===== src/rtl/fifo_stream_reader_if.sv =====
// Valid/ready stream carrying FIFO words downstream, with frame marker and beat index.
interface fifo_stream_reader_if #(
    parameter int DW = 8,
    parameter int CW = 16
) ();
    logic [DW-1:0] m_data;
    logic          m_valid;
    logic          m_ready;
    logic          m_last;
    logic [CW-1:0] beat_cnt;

    modport master (output m_data, m_valid, m_last, beat_cnt, input m_ready);
    modport slave  (input m_data, m_valid, m_last, beat_cnt, output m_ready);
endinterface


===== src/rtl/fifo_stream_reader.sv =====
// Read-side controller for the single-clock FIFO: pops with 1-cycle read latency into a
// 2-entry skid buffer and presents the words as a BURST_LEN-framed valid/ready stream.
module fifo_stream_reader #(
    parameter int DW        = 8,
    parameter int BURST_LEN = 16,
    parameter int CW        = 16
) (
    input  logic                  clk,
    input  logic                  rst,
    input  logic [DW-1:0]         fifo_dout,
    input  logic                  fifo_empty,
    output logic                  fifo_rd,
    input  logic                  flush,
    fifo_stream_reader_if.master  stream
);

    localparam logic [CW-1:0] LAST_BEAT = CW'(BURST_LEN - 1);

    // head_reg is the presented word; tail_reg holds the word queued behind it
    logic [DW-1:0] head_reg, head_next;
    logic [DW-1:0] tail_reg, tail_next;
    logic [1:0]    cnt_reg, cnt_next;
    logic          infl_reg;
    logic [CW-1:0] beat_reg, beat_next;

    logic          valid;
    logic          pop;
    logic [2:0]    occ_after_pop;
    logic [1:0]    kept;

    assign valid = (cnt_reg != 2'd0);
    assign pop   = valid && stream.m_ready;

    // Words owned after this cycle's pop, counting the one still coming back from the FIFO
    assign occ_after_pop = {1'b0, cnt_reg} + {2'b00, infl_reg} - {2'b00, pop};
    assign kept          = cnt_reg - {1'b0, pop};

    assign fifo_rd = !rst && !flush && !fifo_empty && (occ_after_pop < 3'd2);

    always_comb begin
        head_next = head_reg;
        tail_next = tail_reg;
        cnt_next  = occ_after_pop[1:0];
        beat_next = beat_reg;
        if (pop) begin
            beat_next = (beat_reg == LAST_BEAT) ? '0 : beat_reg + CW'(1);
            if (cnt_reg == 2'd2) begin
                head_next = tail_reg;
            end
        end
        // Capture is keyed only on the in-flight flag, so gated-to-zero data is never taken
        if (infl_reg) begin
            if (kept == 2'd0) begin
                head_next = fifo_dout;
            end else begin
                tail_next = fifo_dout;
            end
        end
    end

    always_ff @(posedge clk) begin
        if (rst) begin
            head_reg <= '0;
            tail_reg <= '0;
            cnt_reg  <= 2'd0;
            infl_reg <= 1'b0;
            beat_reg <= '0;
        end else if (flush) begin
            cnt_reg  <= 2'd0;
            infl_reg <= 1'b0;
            beat_reg <= '0;
        end else begin
            head_reg <= head_next;
            tail_reg <= tail_next;
            cnt_reg  <= cnt_next;
            infl_reg <= fifo_rd;
            beat_reg <= beat_next;
        end
    end

    assign stream.m_data   = head_reg;
    assign stream.m_valid  = valid;
    assign stream.m_last   = valid && (beat_reg == LAST_BEAT);
    assign stream.beat_cnt = beat_reg;

endmodule

===== src/flat_wrapper.sv =====
// flat-port wrapper written by rule: the top's interface ports become plain ports
module fifo_stream_reader_flat 
#(
    parameter int DW        = 8,
    parameter int BURST_LEN = 16,
    parameter int CW        = 16
)
  (clk, rst, fifo_dout, fifo_empty, fifo_rd, flush, stream_m_data, stream_m_valid, stream_m_last, stream_beat_cnt, stream_m_ready);
  fifo_stream_reader_if #(.DW(DW), .CW(CW)) stream_i ();
  input  logic clk;
  input  logic rst;
  input  logic [DW-1:0] fifo_dout;
  input  logic fifo_empty;
  output logic fifo_rd;
  input  logic flush;
  output wire logic [$bits(stream_i.m_data)-1:0] stream_m_data;
  output wire logic [$bits(stream_i.m_valid)-1:0] stream_m_valid;
  output wire logic [$bits(stream_i.m_last)-1:0] stream_m_last;
  output wire logic [$bits(stream_i.beat_cnt)-1:0] stream_beat_cnt;
  input wire logic [$bits(stream_i.m_ready)-1:0] stream_m_ready;
  assign stream_m_data = stream_i.m_data;
  assign stream_m_valid = stream_i.m_valid;
  assign stream_m_last = stream_i.m_last;
  assign stream_beat_cnt = stream_i.beat_cnt;
  assign stream_i.m_ready = stream_m_ready;
  fifo_stream_reader #(.DW(DW), .BURST_LEN(BURST_LEN), .CW(CW)) u_core (.clk(clk), .rst(rst), .fifo_dout(fifo_dout), .fifo_empty(fifo_empty), .fifo_rd(fifo_rd), .flush(flush), .stream(stream_i));
endmodule

===== config.mk =====
export PLATFORM = sky130hd
export DESIGN_NAME = fifo_stream_reader_flat
export DESIGN_NICKNAME = d
export VERILOG_FILES = /design/src/rtl/fifo_stream_reader_if.sv /design/src/rtl/fifo_stream_reader.sv /design/src/flat_wrapper.sv
export SDC_FILE = /design/constraint.sdc
export NUM_CORES = 1
export LEC_CHECK = 0
export ABC_AREA = 1
export BUFFER_PORTS_ARGS = -buffer_cell sky130_fd_sc_hd__buf_4
export CAP_MARGIN = 20
export CORE_MARGIN = 4
export CORE_UTILIZATION = 46
export CTS_CLUSTER_SIZE = 30
export DETAILED_ROUTE_END_ITERATION = 10
export GPL_ROUTABILITY_DRIVEN = 0
export PLACE_DENSITY_LB_ADDON = 0.15
export SETUP_SLACK_MARGIN = 0.02
export SYNTH_ARGS = -nofsm -noshare
export SYNTH_HDL_FRONTEND = slang
export SYNTH_SLANG_ARGS = --single-unit

===== constraint.sdc =====
create_clock -name clk -period 5.3 [get_ports clk]
set_input_delay 0.265 -clock clk [delete_from_list [all_inputs] [get_ports clk]]
set_output_delay 0.265 -clock clk [all_outputs]
set_load 0.02 [all_outputs]

### Yosys cells after proc, flatten, opt, wreduce, memory -nomap -nowiden

Cells that the tools add are included.

* bits in registers: 35
* input port bits: 13
* output and inout bits: 27
* logic and storage cells: 31

* add/subtract/negate cells: 4
* order comparisons: 1
* equality and inequality tests: 2
* muxes and demuxes: 5
* bitwise logic cells: 2
* reduce and logical (&&, ||, !) cells: 12

Operator list (number)
* two-way mux 8 bit: 4
* adder 16 x 1 -> 16 bit (second input constant): 1
* == test 16 x 4 -> 1 bit (second input constant): 1
* two-way mux 16 bit: 1
* logical AND 1 bit: 5
* adder 2 x 1 -> 3 bit: 1
* logical NOT 1 bit: 3
* less-than comparator 3 x 2 -> 1 bit (second input constant): 1
* AND reduction 3 bit: 1
* subtractor 3 x 1 -> 3 bit: 1
* == test 2 bit (second input constant): 1
* logical NOT 2 bit: 1
* NOT 1 bit: 2
* nonzero test 2 bit: 1
* OR reduction 2 bit: 1
* subtractor 2 x 1 -> 2 bit: 1

### Logic depth before layout (Yosys ltp)

* depth in word-level cells: 6
* depth in mapped cells: 9
* gate-level depth less buffers: 9

### Worst setup path after synthesis

OpenSTA, ideal clock, no wires.

* path type: reg2out
* start: register u_core.cnt_reg[1]
* end: output port fifo_rd
* arrival: 2.278 ns
* data required time: 5.035 ns
* path slack: 2.757 ns
* cell stages (with the launch flop): 9
* buffers on the path: 1
* cell sequence: dfxtp_1 nor2_1 nor2_2 nand2_1 buf_2 nand2_1 ha_1 fa_1 nor4_1

* word-level cells in the longest chain between the ends: 5

Ends and longest elaborated chain
* start: declaration: line fifo_stream_reader.sv:22 `logic [1:0] cnt_reg, cnt_next;`
* start signal: assignment: line fifo_stream_reader.sv:75 `cnt_reg <= cnt_next;`
* branches (longest 2 deep; another with adder 2 x 1 -> 3 bit)
* subtractor 3 x 1 -> 3 bit (*): line fifo_stream_reader.sv:35 `assign occ_after_pop = {1'b0, cnt_reg} + {2'b00, infl_reg} - {2'b00, pop};`
* net u_core.occ_after_pop[1]: line fifo_stream_reader.sv:28 `logic [2:0] occ_after_pop;`
* less-than comparator 3 x 2 -> 1 bit (*): line fifo_stream_reader.sv:38 `assign fifo_rd = !rst && !flush && !fifo_empty && (occ_after_pop < 3'd2);`
* logical AND 1 bit (*): line fifo_stream_reader.sv:38
* end: declaration: line flat_wrapper.sv:14 `output logic fifo_rd;`

Mark *: on every way through the listed nets, which the timed path passes.

### Final worst setup path

Same ends and word-level chain as after synthesis.

==> flow_metrics.tcl <==
set metrics [dict create \
    cts-root-buf "clkbuf_8" \
    clock_skew_ns 0.001064 \
    arrival_ns 2.90 \
    p_seq_share_pct 53.1 \
    timing.rr.start "u_core.cnt_reg[1]$_SDFF_PP0_" \
    die_h_um 71.39 \
    peakVddDrop_v 0.0001837 \
    top_level_ports 40 \
    final-hold-violation-count 0 \
    ys_types 30 \
    setup_viol 0 \
    syn_nets 286 \
    postCtsSetupBuffers 0 \
    switchingPower_uw 121.1 \
    netlist_area_sq_mm 0.001848 \
    rrSetupSlack_ns 2.83 \
    p_per_area_mw_per_mm2 224.6 \
    max_cap_viol_count 0 \
    drc 0 \
    grt_pass1_wl_um 7086 \
    firstDrtPassIters 4 \
    finalWirelength_um 4189 \
    worstSetupPathType "reg2out" \
    slew_headroom_pct 60.52 \
    final_nets 326 \
    dieWidth_um 71.39 \
    clkLatencyLatePin_ns 0.29 \
    hp-start "fifo_empty" \
    critPathMaxFanout 17 \
    dpl.hpwl_um 3089 \
    syn_inst 270 \
    holdWs_ns 0.1430 \
    min_path_cells 2 \
    routedWlPerCell_um 11.70 \
    fin_tns_setup_ns 0 \
    start_util_pct 49.00 \
    yosysSeqAreaShare_pct 37.91 \
    port_buffers 39 \
    p_leak_uw 0.0008933 \
    power.share.switching_pct 23.93 \
    clk_pin_slew_ns 0.07 \
    rsz0062_at_grt "no" \
    hold_buffers 0 \
    synth_warnings 0 \
    n_antenna_cell 0 \
    largest_register_ffs 16 \
    clock.fmax_mhz 315.6 \
    mostFrequentLayoutCells "nand2_1 (63), buf_4 (39), nor2_1 (37)" \
    track_usage_pct 17.28 \
    htree_levels 2 \
    cts_tree "done" \
    outcome "complete, no violations" \
    final_common_cell "nand2_1" \
    drtAntennaViolNets 0 \
    worstHoldEndpoint "u_core.infl_reg$_SDFF_PP0_" \
    finalMaxSlewViolations 0 \
    syn_to_final_growth_pct 21.94 \
    reg2reg_depth 7 \
    min_path_type "in2reg" \
    fin_crit_ns 3.168 \
    antenna_found_initial 0 \
    vias 1766 \
    numCtsBuffers 5 \
    post-route-period-util_pct 59.78 \
    postLayoutCoreUtil_pct 59.75 \
    cts.repair.resized 0 \
    core_region_area_sq_mm 0.003771 \
    fp-row-count 22 \
    crit_required_ns 5.04 \
    cts_max_path_buffers 2 \
    design.die.area_sq_mm 0.005096 \
    r2r_end "u_core.infl_reg$_SDFF_PP0_" \
    tightest_slew_ns 0.5900 \
    internal_power_uw 385.0 \
    cp-end-kind "output pin" \
    drive_gt1_share_pct 20.65 \
    cts.sinks 35 \
    pwr-share-comb_pct 8.0 \
    synth-seq-cells 35 \
    vias_per_cell 4.933 \
    grt_start_max_net_pins 18 \
    grt_pass1_vias 1598 \
    critPathLaunchType "flop" \
    drtIter0Drc 99 \
    globalRouteOverflowTotal 0 \
    synth_area_per_cell_sq_um 6.845 \
    pwr-share-clk_pct 38.8 \
]
[through the flow]
stage / worst slack [ns] / total power [uW] / instances / instance area, sq um
after floorplan: 2.757 / 298.5 / 270 / 1848
after global routing: 1.893 / 527.5 / 358 / 2253
after CTS: 2.128 / 509.0 / 358 / 2253
after detailed placement: 2.449 / 316.0 / 351 / 2166
final: 2.132 / 506.2 / 358 / 2253
after global placement: 2.498 / 315.5 / 351 / 2166
[worst max-delay path: stages (launching register included)]
cell and delay, ns:
dfxtp_1 0.38, nor2_1 0.08, nor2_2 0.39, nand2_1 0.48
nand2_1 0.17, ha_1 0.17, fa_1 0.46, nor4_1 0.30
buf_4 0.19
[logic make-up after synthesis]
group                    synth area share, %
buffers and inverters                  8.395
adder cells (fa/ha/maj)                2.437
flip-flops                             37.91
AO/OA/AOI/OAI                          11.78
AND/OR/NAND/NOR                        37.10
XOR/XNOR                               2.370
[cells in the mapped netlist]
library cell | instances | area, sq um
a211oi_1 | 7 | 52.55
a21oi_1 | 15 | 75.07
and2_1 | 2 | 12.51
and3_1 | 1 | 6.260
buf_2 | 4 | 20.02
buf_6 | 1 | 11.26
clkbuf_1 | 1 | 3.750
dfxtp_1 | 35 | 700.7
fa_1 | 1 | 20.02
ha_1 | 2 | 25.02
inv_1 | 30 | 112.6
inv_2 | 2 | 7.510
nand2_1 | 63 | 236.5
nand2_2 | 2 | 12.51
nand3_1 | 18 | 90.09
nand3_2 | 1 | 10.01
nand3_4 | 1 | 17.52
nand4_1 | 4 | 25.02
nor2_1 | 37 | 138.9
nor2_2 | 3 | 18.77
nor2_4 | 3 | 33.78
nor3_1 | 4 | 20.02
nor3b_1 | 1 | 7.510
nor4_1 | 2 | 12.51
o21ai_0 | 16 | 80.08
o21ai_1 | 2 | 10.01
or2_1 | 1 | 6.260
or2_2 | 6 | 37.54
xnor2_1 | 1 | 8.760
xor2_1 | 4 | 35.03
[per-layer routing]
layer	global-route usage (%)	up-vias	routed length [um]	share of wire, %
li1	-	944	-	-
met1	22.83	777	2021	48
met2	26.84	38	1875	45
met3	5.750	7	241	5.8
met4	5.010	0	51	1.2
met5	0	-	0	0
[layout make-up]
class,instances,area [sq um]
Clock buffer,6,82.58
Clock inverter,1,5.005
Fill cell,378,1518
Inverter,32,120.1
Multi-Input combinational cell,197,992.2
Sequential cell,35,700.7
Tap cell,48,60.06
Timing Repair Buffer,39,292.8
[worst max-delay path by stage]
stage,start,to,cells past startpoint
after floorplan,u_core.cnt_reg[1]$_SDFF_PP0_,fifo_rd,8
final,u_core.cnt_reg[1]$_SDFF_PP0_,fifo_rd,8
after global routing,u_core.cnt_reg[1]$_SDFF_PP0_,fifo_rd,8
after detailed placement,u_core.cnt_reg[1]$_SDFF_PP0_,fifo_rd,8
after CTS,u_core.cnt_reg[1]$_SDFF_PP0_,fifo_rd,8
after global placement,u_core.cnt_reg[1]$_SDFF_PP0_,fifo_rd,8
[power by group through the flow]
| stage | registers [uW] | clock network [uW] | logic (uW) |
|---|---|---|---|
| finish | 269 | 197 | 40.7 |
| global route | 269 | 212 | 45.6 |
| CTS | 269 | 199 | 41.2 |
| detailed placement | 275 | 0 | 41.0 |
| global placement | 275 | 0 | 40.5 |
| floorplan | 278 | 0 | 20.8 |
Power figures use the tool's default switching activity.
